--- src/rtl/cl_mcl_pkg.sv ---
// ---------------------------------------------------------------------------
// cl_mcl_pkg
//   Shared definitions for the MCL request credit arbiter slice:
//     - mcl_arb_state_e      : arbiter fence state machine encoding
//     - CL_MCL_DEFAULT_CREDITS : default endpoint credit ceiling
//     - cl_mcl_credit_width()  : width needed to hold 0..max credits
// ---------------------------------------------------------------------------
package cl_mcl_pkg;

   typedef enum logic [0:0] {
      ST_RUN        = 1'b0,
      ST_FENCE_WAIT = 1'b1
   } mcl_arb_state_e;

   localparam int CL_MCL_DEFAULT_CREDITS = 16;

   // Number of bits needed to represent the values 0..max_credits inclusive.
   function automatic int cl_mcl_credit_width(input int max_credits);
      return $clog2(max_credits + 1);
   endfunction

endpackage

--- src/rtl/bsg_mcl_rr_picker.sv ---
// ---------------------------------------------------------------------------
// bsg_mcl_rr_picker
//   Round-robin picker: holds the last granted source and searches the
//   request vector starting one past it. The pointer only moves when a
//   grant is actually issued (en_i high and some request present).
//
//   Ports:
//     clk_i       : clock
//     reset_i     : synchronous active-high reset (pointer -> num_req_p-1)
//     req_i       : request vector
//     en_i        : grant enable for this cycle
//     grant_oh_o  : one-hot grant (all-zero when no grant)
//     id_o        : index of the selected source
//     v_o         : a grant is issued this cycle
// ---------------------------------------------------------------------------
module bsg_mcl_rr_picker #(
   parameter  int num_req_p = 2,
   localparam int id_w_lp   = (num_req_p > 1) ? $clog2(num_req_p) : 1
) (
   input  logic                 clk_i,
   input  logic                 reset_i,
   input  logic [num_req_p-1:0] req_i,
   input  logic                 en_i,
   output logic [num_req_p-1:0] grant_oh_o,
   output logic [id_w_lp-1:0]   id_o,
   output logic                 v_o
);

   logic [id_w_lp-1:0] last_q, last_d;
   logic [id_w_lp-1:0] pick_s;
   logic               found_s;

   // Candidate index at distance (off+1) past the last grant, wrapped.
   function automatic logic [id_w_lp-1:0] rr_idx(input logic [id_w_lp-1:0] last,
                                                  input int off);
      int t;
      t = int'(last) + 1 + off;
      if (t >= num_req_p) begin
         t = t - num_req_p;
      end else begin
         t = t;
      end
      return id_w_lp'(t);
   endfunction

   // Priority search beginning just after the last granted source.
   always_comb begin
      found_s = 1'b0;
      pick_s  = {id_w_lp{1'b0}};
      for (int i = 0; i < num_req_p; i++) begin
         if (!found_s && req_i[rr_idx(last_q, i)]) begin
            found_s = 1'b1;
            pick_s  = rr_idx(last_q, i);
         end else begin
            found_s = found_s;
         end
      end
   end

   // Grant outputs and pointer next-state.
   always_comb begin
      v_o        = found_s & en_i;
      id_o       = pick_s;
      grant_oh_o = {num_req_p{1'b0}};
      last_d     = last_q;
      if (v_o) begin
         grant_oh_o = num_req_p'(1'b1) << pick_s;
         last_d     = pick_s;
      end else begin
         last_d     = last_q;
      end
   end

   // Pointer register; reset gives source 0 first priority.
   always_ff @(posedge clk_i) begin
      if (reset_i) begin
         last_q <= id_w_lp'(num_req_p - 1);
      end else begin
         last_q <= last_d;
      end
   end

endmodule

--- src/rtl/bsg_mcl_req_credit_arbiter.sv ---
// ---------------------------------------------------------------------------
// bsg_mcl_req_credit_arbiter
//   Round-robin arbiter from num_req_p host sources into a single endpoint,
//   gated by endpoint credits, with a registered one-entry output buffer.
//   Optional fence support is compiled in with `define BSG_MCL_ARB_FENCE_EN;
//   without it fence_i is ignored and fence_done_o is tied low.
//
//   Ports:
//     clk_i          : clock
//     reset_i        : synchronous active-high reset
//     v_i / data_i   : per-source request valid / packet (source k at
//                      data_i[k*width_p +: width_p])
//     ready_o        : per-source accept (one-hot on a grant, else zero)
//     v_o / data_o   : buffered packet to the endpoint (registered)
//     ready_i        : endpoint accept
//     out_credits_i  : endpoint credits available
//     grant_id_o     : source of the packet held in the buffer (registered)
//     fence_i        : fence request pulse
//     fence_done_o   : single-cycle fence completion
// ---------------------------------------------------------------------------
module bsg_mcl_req_credit_arbiter
   import cl_mcl_pkg::*;
#(
   parameter  int num_req_p         = 2,
   parameter  int width_p           = 128,
   parameter  int max_out_credits_p = CL_MCL_DEFAULT_CREDITS,
   localparam int cw_lp             = cl_mcl_credit_width(max_out_credits_p),
   localparam int id_w_lp           = (num_req_p > 1) ? $clog2(num_req_p) : 1
) (
   input  logic                         clk_i,
   input  logic                         reset_i,
   input  logic [num_req_p-1:0]         v_i,
   input  logic [num_req_p*width_p-1:0] data_i,
   output logic [num_req_p-1:0]         ready_o,
   output logic                         v_o,
   output logic [width_p-1:0]           data_o,
   input  logic                         ready_i,
   input  logic [cw_lp-1:0]             out_credits_i,
   output logic [id_w_lp-1:0]           grant_id_o,
   input  logic                         fence_i,
   output logic                         fence_done_o
);

   logic                 buf_v_q, buf_v_d;
   logic [width_p-1:0]   buf_data_q, buf_data_d;
   logic [id_w_lp-1:0]   buf_id_q, buf_id_d;

   logic                 deq_s;
   logic                 hold_s;
   logic                 buf_free_s;
   logic [cw_lp:0]       eff_credits_s;
   logic                 credit_ok_s;
   logic                 run_s;
   logic                 grant_en_s;
   logic                 grant_v_s;
   logic [num_req_p-1:0] grant_oh_s;
   logic [id_w_lp-1:0]   grant_id_s;
   logic [width_p-1:0]   data_arr_s [num_req_p];

   for (genvar g = 0; g < num_req_p; g++) begin : g_unpack
      assign data_arr_s[g] = data_i[g*width_p +: width_p];
   end

   assign deq_s      = buf_v_q & ready_i;
   assign hold_s     = buf_v_q & ~ready_i;
   assign buf_free_s = ~buf_v_q | ready_i;

   // A held (non-dequeuing) packet already owns one credit; clamp at zero.
   always_comb begin
      eff_credits_s = {1'b0, out_credits_i};
      if (hold_s) begin
         if (out_credits_i != {cw_lp{1'b0}}) begin
            eff_credits_s = {1'b0, out_credits_i} - {{cw_lp{1'b0}}, 1'b1};
         end else begin
            eff_credits_s = {(cw_lp+1){1'b0}};
         end
      end else begin
         eff_credits_s = {1'b0, out_credits_i};
      end
   end

   assign credit_ok_s = (eff_credits_s != {(cw_lp+1){1'b0}});
   assign grant_en_s  = run_s & buf_free_s & credit_ok_s & ~reset_i;

`ifdef BSG_MCL_ARB_FENCE_EN
   mcl_arb_state_e state_q, state_d;
   logic           fence_done_s;

   // Fence FSM: stop granting until the buffer is empty and all credits are back.
   always_comb begin
      state_d      = state_q;
      fence_done_s = 1'b0;
      case (state_q)
         ST_RUN: begin
            if (fence_i) begin
               state_d = ST_FENCE_WAIT;
            end else begin
               state_d = ST_RUN;
            end
         end
         ST_FENCE_WAIT: begin
            if (!buf_v_q && (out_credits_i == cw_lp'(max_out_credits_p))) begin
               fence_done_s = 1'b1;
               state_d      = ST_RUN;
            end else begin
               state_d      = ST_FENCE_WAIT;
            end
         end
         default: begin
            state_d = ST_RUN;
         end
      endcase
   end

   // Fence state register.
   always_ff @(posedge clk_i) begin
      if (reset_i) begin
         state_q <= ST_RUN;
      end else begin
         state_q <= state_d;
      end
   end

   assign run_s        = (state_q == ST_RUN);
   assign fence_done_o = fence_done_s & ~reset_i;
`else
   logic unused_fence_s;
   assign unused_fence_s = fence_i;
   assign run_s          = 1'b1;
   assign fence_done_o   = 1'b0;
`endif

   bsg_mcl_rr_picker #(
      .num_req_p (num_req_p)
   ) u_picker (
      .clk_i      (clk_i),
      .reset_i    (reset_i),
      .req_i      (v_i),
      .en_i       (grant_en_s),
      .grant_oh_o (grant_oh_s),
      .id_o       (grant_id_s),
      .v_o        (grant_v_s)
   );

   assign ready_o = grant_oh_s;

   // Output buffer next-state: a grant refills it, a dequeue alone empties it.
   always_comb begin
      buf_v_d    = buf_v_q;
      buf_data_d = buf_data_q;
      buf_id_d   = buf_id_q;
      if (grant_v_s) begin
         buf_v_d    = 1'b1;
         buf_data_d = data_arr_s[grant_id_s];
         buf_id_d   = grant_id_s;
      end else if (deq_s) begin
         buf_v_d    = 1'b0;
      end else begin
         buf_v_d    = buf_v_q;
      end
   end

   // Output buffer registers; reset discards any held packet.
   always_ff @(posedge clk_i) begin
      if (reset_i) begin
         buf_v_q    <= 1'b0;
         buf_data_q <= {width_p{1'b0}};
         buf_id_q   <= {id_w_lp{1'b0}};
      end else begin
         buf_v_q    <= buf_v_d;
         buf_data_q <= buf_data_d;
         buf_id_q   <= buf_id_d;
      end
   end

   assign v_o        = buf_v_q;
   assign data_o     = buf_data_q;
   assign grant_id_o = buf_id_q;

endmodule

--- config.mk ---
export PLATFORM = sky130hd
export DESIGN_NAME = bsg_mcl_req_credit_arbiter
export DESIGN_NICKNAME = d
export VERILOG_FILES = /design/src/rtl/cl_mcl_pkg.sv /design/src/rtl/bsg_mcl_rr_picker.sv /design/src/rtl/bsg_mcl_req_credit_arbiter.sv
export SDC_FILE = /design/constraint.sdc
export NUM_CORES = 1
export LEC_CHECK = 0
export ABC_AREA = 1
export CAP_MARGIN = 20
export CORE_AREA = 2 2 156 158
export DETAILED_ROUTE_END_ITERATION = 16
export DIE_AREA = 0 0 158 160
export PLACE_DENSITY_LB_ADDON = 0.3
export SKIP_LAST_GASP = 1
export SYNTH_ARGS = -nofsm -noshare
export SYNTH_HDL_FRONTEND = slang
export SYNTH_SLANG_ARGS = --single-unit
--- constraint.sdc ---
create_clock -name clk_i -period 1.4 [get_ports clk_i]
set_input_delay 0.14 -clock clk_i [delete_from_list [all_inputs] [get_ports clk_i]]
set_output_delay 0.14 -clock clk_i [all_outputs]
set_load 0.1 [all_outputs]
==> reports/results.tsv <==
stage	metric	value	unit
sta	min Tclk post-route	1.637	ns
sta	Final Cycle Share	116.9	%
synth	Cell variety after synth	14	
floorplanning	starting density of the core	27.63	%
clock_network	Num Clock Sinks	131	
detailed_routing	DRT Wirelength	29440	microns
place	Final Wtd Congestion	0.8110	
clock_network	Num CTS Buffers	17	
worst_setup_path	CP startpoint kind	flip-flop	
worst_setup_path	highest-delay cell along the critical path	dfxtp_4	
synth	Mapped Area	6581	sq um
sta	Max Clock Freq	611.0	MHz
pwr	Pwr Total	14530	uW
floorplanning	die area	25280	sq um
sta	Worst slew margin	53.04	%
status	status	complete, but fails checks	
clock_network	worst skew pair latency	0.41	ns
sta	final worst slack	-0.2366	ns
worst_setup_path	worst r2r src	v_o	
hold_path	Hold Path Class	input pin to flip-flop	
worst_setup_path	CP Max Fanout	4	
sta	clk_skew	0.005088	ns
pwr	Peak VDD IR	0.0006971	V
clock_network	Max Root-Sink Buffers	2	
worst_setup_path	critical path class	flip-flop to primary output	
worst_setup_path	Setup crit end	ready_o[0]	
grt	global-route wire length before repair	40450	microns
clock_network	# hold bufs at CTS	0	
synth	syn_area_per_cell	6.433	sq um
cells_and_area	design area	13580	sq um
sta	RSZ-0062 raised after global routing	true	
pwr	PD cells	1070	nW/um^2
synth	Mapped Cells	1023	
clock_network	CTS tree	built	
worst_setup_path	reg2reg path depth	9	
cells_and_area	most common cell after layout, fill and taps aside	nand2_1	
detailed_routing	via-per-instance ratio	4.787	
pwr	Static Leak	0.005633	uW
sta	final max-slew violation count	0	
cells_and_area	# fillers	2187	
cells_and_area	most frequent cells in the layout	383 x nand2_1, 263 x clkdlybuf4s50_1, 250 x nand3_1	
synth	Synth Register Bits	131	
cells_and_area	fin nets	1670	
grt	antenna violations before repair	1	
worst_setup_path	FF-to-FF setup slack	-0.11	ns
detailed_routing	final antenna-violating net count	0	
synth	post-synthesis sequential area ratio	39.85	%
sta	Final Hold Vio Count	0	
grt	pin count of the biggest net entering global routing	131	
worst_setup_path	CP arrival	1.50	ns
run	Max-Cap Viols	0	
synth	synth warn	0	
grt	GRT Util Overall	20.34	%
floorplanning	row cnt	57	
detailed_routing	first-iteration detailed-routing DRC count	446	
worst_setup_path	Crit Reg-Reg Endpoint	data_o[47]	
floorplanning	Ports	400	
floorplanning	Placeable Area	23820	sq um
status	failing checks	setup timing	
cells_and_area	ratio of cells with drive above 1 in the final layout	19.08	%
worst_setup_path	CP endpoint kind	primary output	
place	IO Port Bufs	397	
floorplanning	Die W	158	microns
place	hpwl dp	19840	microns
worst_setup_path	CP Data Required Time	1.26	ns
worst_setup_path	critical path cell sequence	nand2_4 -> nand2_4 -> nor2_4 -> buf_6 -> nand3_4 -> clkinvlp_4 -> buf_12	
place	placed cell area	12360	sq um
grt	number of global-route vias before repair	7613	
sta	worst-margin pin slew	0.7044	ns
worst_setup_path	worst stage delay on the critical path	0.35	ns
detailed_routing	WL/cell	16.92	microns
sta	Final setup viols	47	
detailed_routing	Pre-Repair DR Iteration Count	5	
clock_network	H-tree depth	4	
detailed_routing	Residual DRC	0	
detailed_routing	via count	8329	
clock_network	clk root buf	clkbuf_16	
worst_setup_path	cell mode on critical path	nand2_4	
floorplanning	Die H	160	microns
grt	Congestion Overflow GR	0	
synth	Post-Syn Nets	1290	
cells_and_area	area grow syn2layout	106.3	%
worst_setup_path	critical path launch point	v_o	
clock_network	CTS clk-pin slew, worst paths	0.06	ns
-- kinds of logic (layout without fill, tap and decap cells) --
kind of cell    after synthesis  after routing  share of synthesized area [%]
compound gates              131            131                          9.962
other cells                   1              2                        0.05698
simple gates                655            655                          42.41
flops                       131            131                          39.85
buf+inv                     105            497                          7.719
-- synthesized netlist by cell type (all sizes together) --
| master | n | share of area [%] |
|---|---|---|
| a21oi | 130 | 9.9 |
| nor2 | 6 | 0.46 |
| nand3 | 258 | 20 |
| clkbuf | 35 | 2.0 |
| o21ai | 1 | 0.076 |
| inv | 5 | 0.29 |
| conb | 1 | 0.057 |
| buf | 65 | 5.4 |
| dfxtp | 131 | 40 |
| nand2 | 391 | 22 |
-- worst max-delay path, delay by kind of cell (launching register included) --
kind,cells,cell delay (ns)
DFF,1,0.35
buffers and inverters,3,0.39
and+or+nand+nor,4,0.35
-- power breakdown --
group	leakage (uW)	switching [uW]	internal [uW]
Combinational	0.00425	3150	2300
Sequential	0.00107	264	3980
Clock	0.000307	1760	3080
Total	0.00563	5180	9350
-- metrics by stage --
stage	instances	setup TNS [ns]	utilization, %	hold WS, ns	setup slack (ns)
finish	1740	-3.444	57.01	0.04103	-0.2366
global route	1739	-7.859	57.00	0.03265	-0.2959
CTS	1725	-7.379	54.84	0.002759	-0.2308
detailed placement	1686	-33.96	51.87	0.4492	-0.3176
global placement	1686	-33.78	51.87	0.4387	-0.3132
floorplan	1023	-0.6355	-	0.3213	-0.2470
-- state kept, by name, indices dropped and copies added (netlist names) --
signal           flops
data_o             128
grant_id_o           1
u_picker.last_q      1
v_o                  1
-- timing repair --
item,CTS,global route
endpoints found under the setup margin,2,130
buffers inserted,8,5
cloned,0,13
pin swaps,3,31
resized for setup,3,60
-- area by class of cell --
type	count	area, sq um	share of cell area, %
antenna	1	2.502	0.01843
clock buffer	18	450.4	3.317
clock inverter	13	181.4	1.336
inverter	5	22.52	0.1659
multi-input combinational	787	3641	26.81
sequential	131	2628	19.35
tap	324	405.4	2.985
timing repair buffer	461	6248	46.01
-- how the worst min path moves through the flow --
stage / startpoint / end / depth (start not counted) / slack (ns)
6_report: reset_i / grant_id_o / 4 / 0.04
5_1_grt: reset_i / grant_id_o / 4 / 0.03
4_1_cts: reset_i / grant_id_o / 4 / 0.003
3_5_place_dp: reset_i / grant_id_o / 4 / 0.45
3_3_place_gp: reset_i / grant_id_o / 4 / 0.44
2_1_floorplan: ready_i / v_o / 3 / 0.32
-- layer usage --
layer / wire length (microns) / share of wire, % / vias up / GRT usage [%]
met2: 14870 / 51 / 286 / 35.73
li1: - / - / 4144 / -
met5: 0 / 0 / - / 0
met3: 2147 / 7.3 / 41 / 5.699
met4: 714 / 2.4 / 0 / 7.453
met1: 11710 / 40 / 3858 / 23.34
No activity file was read; power rests on OpenSTA's default activity.
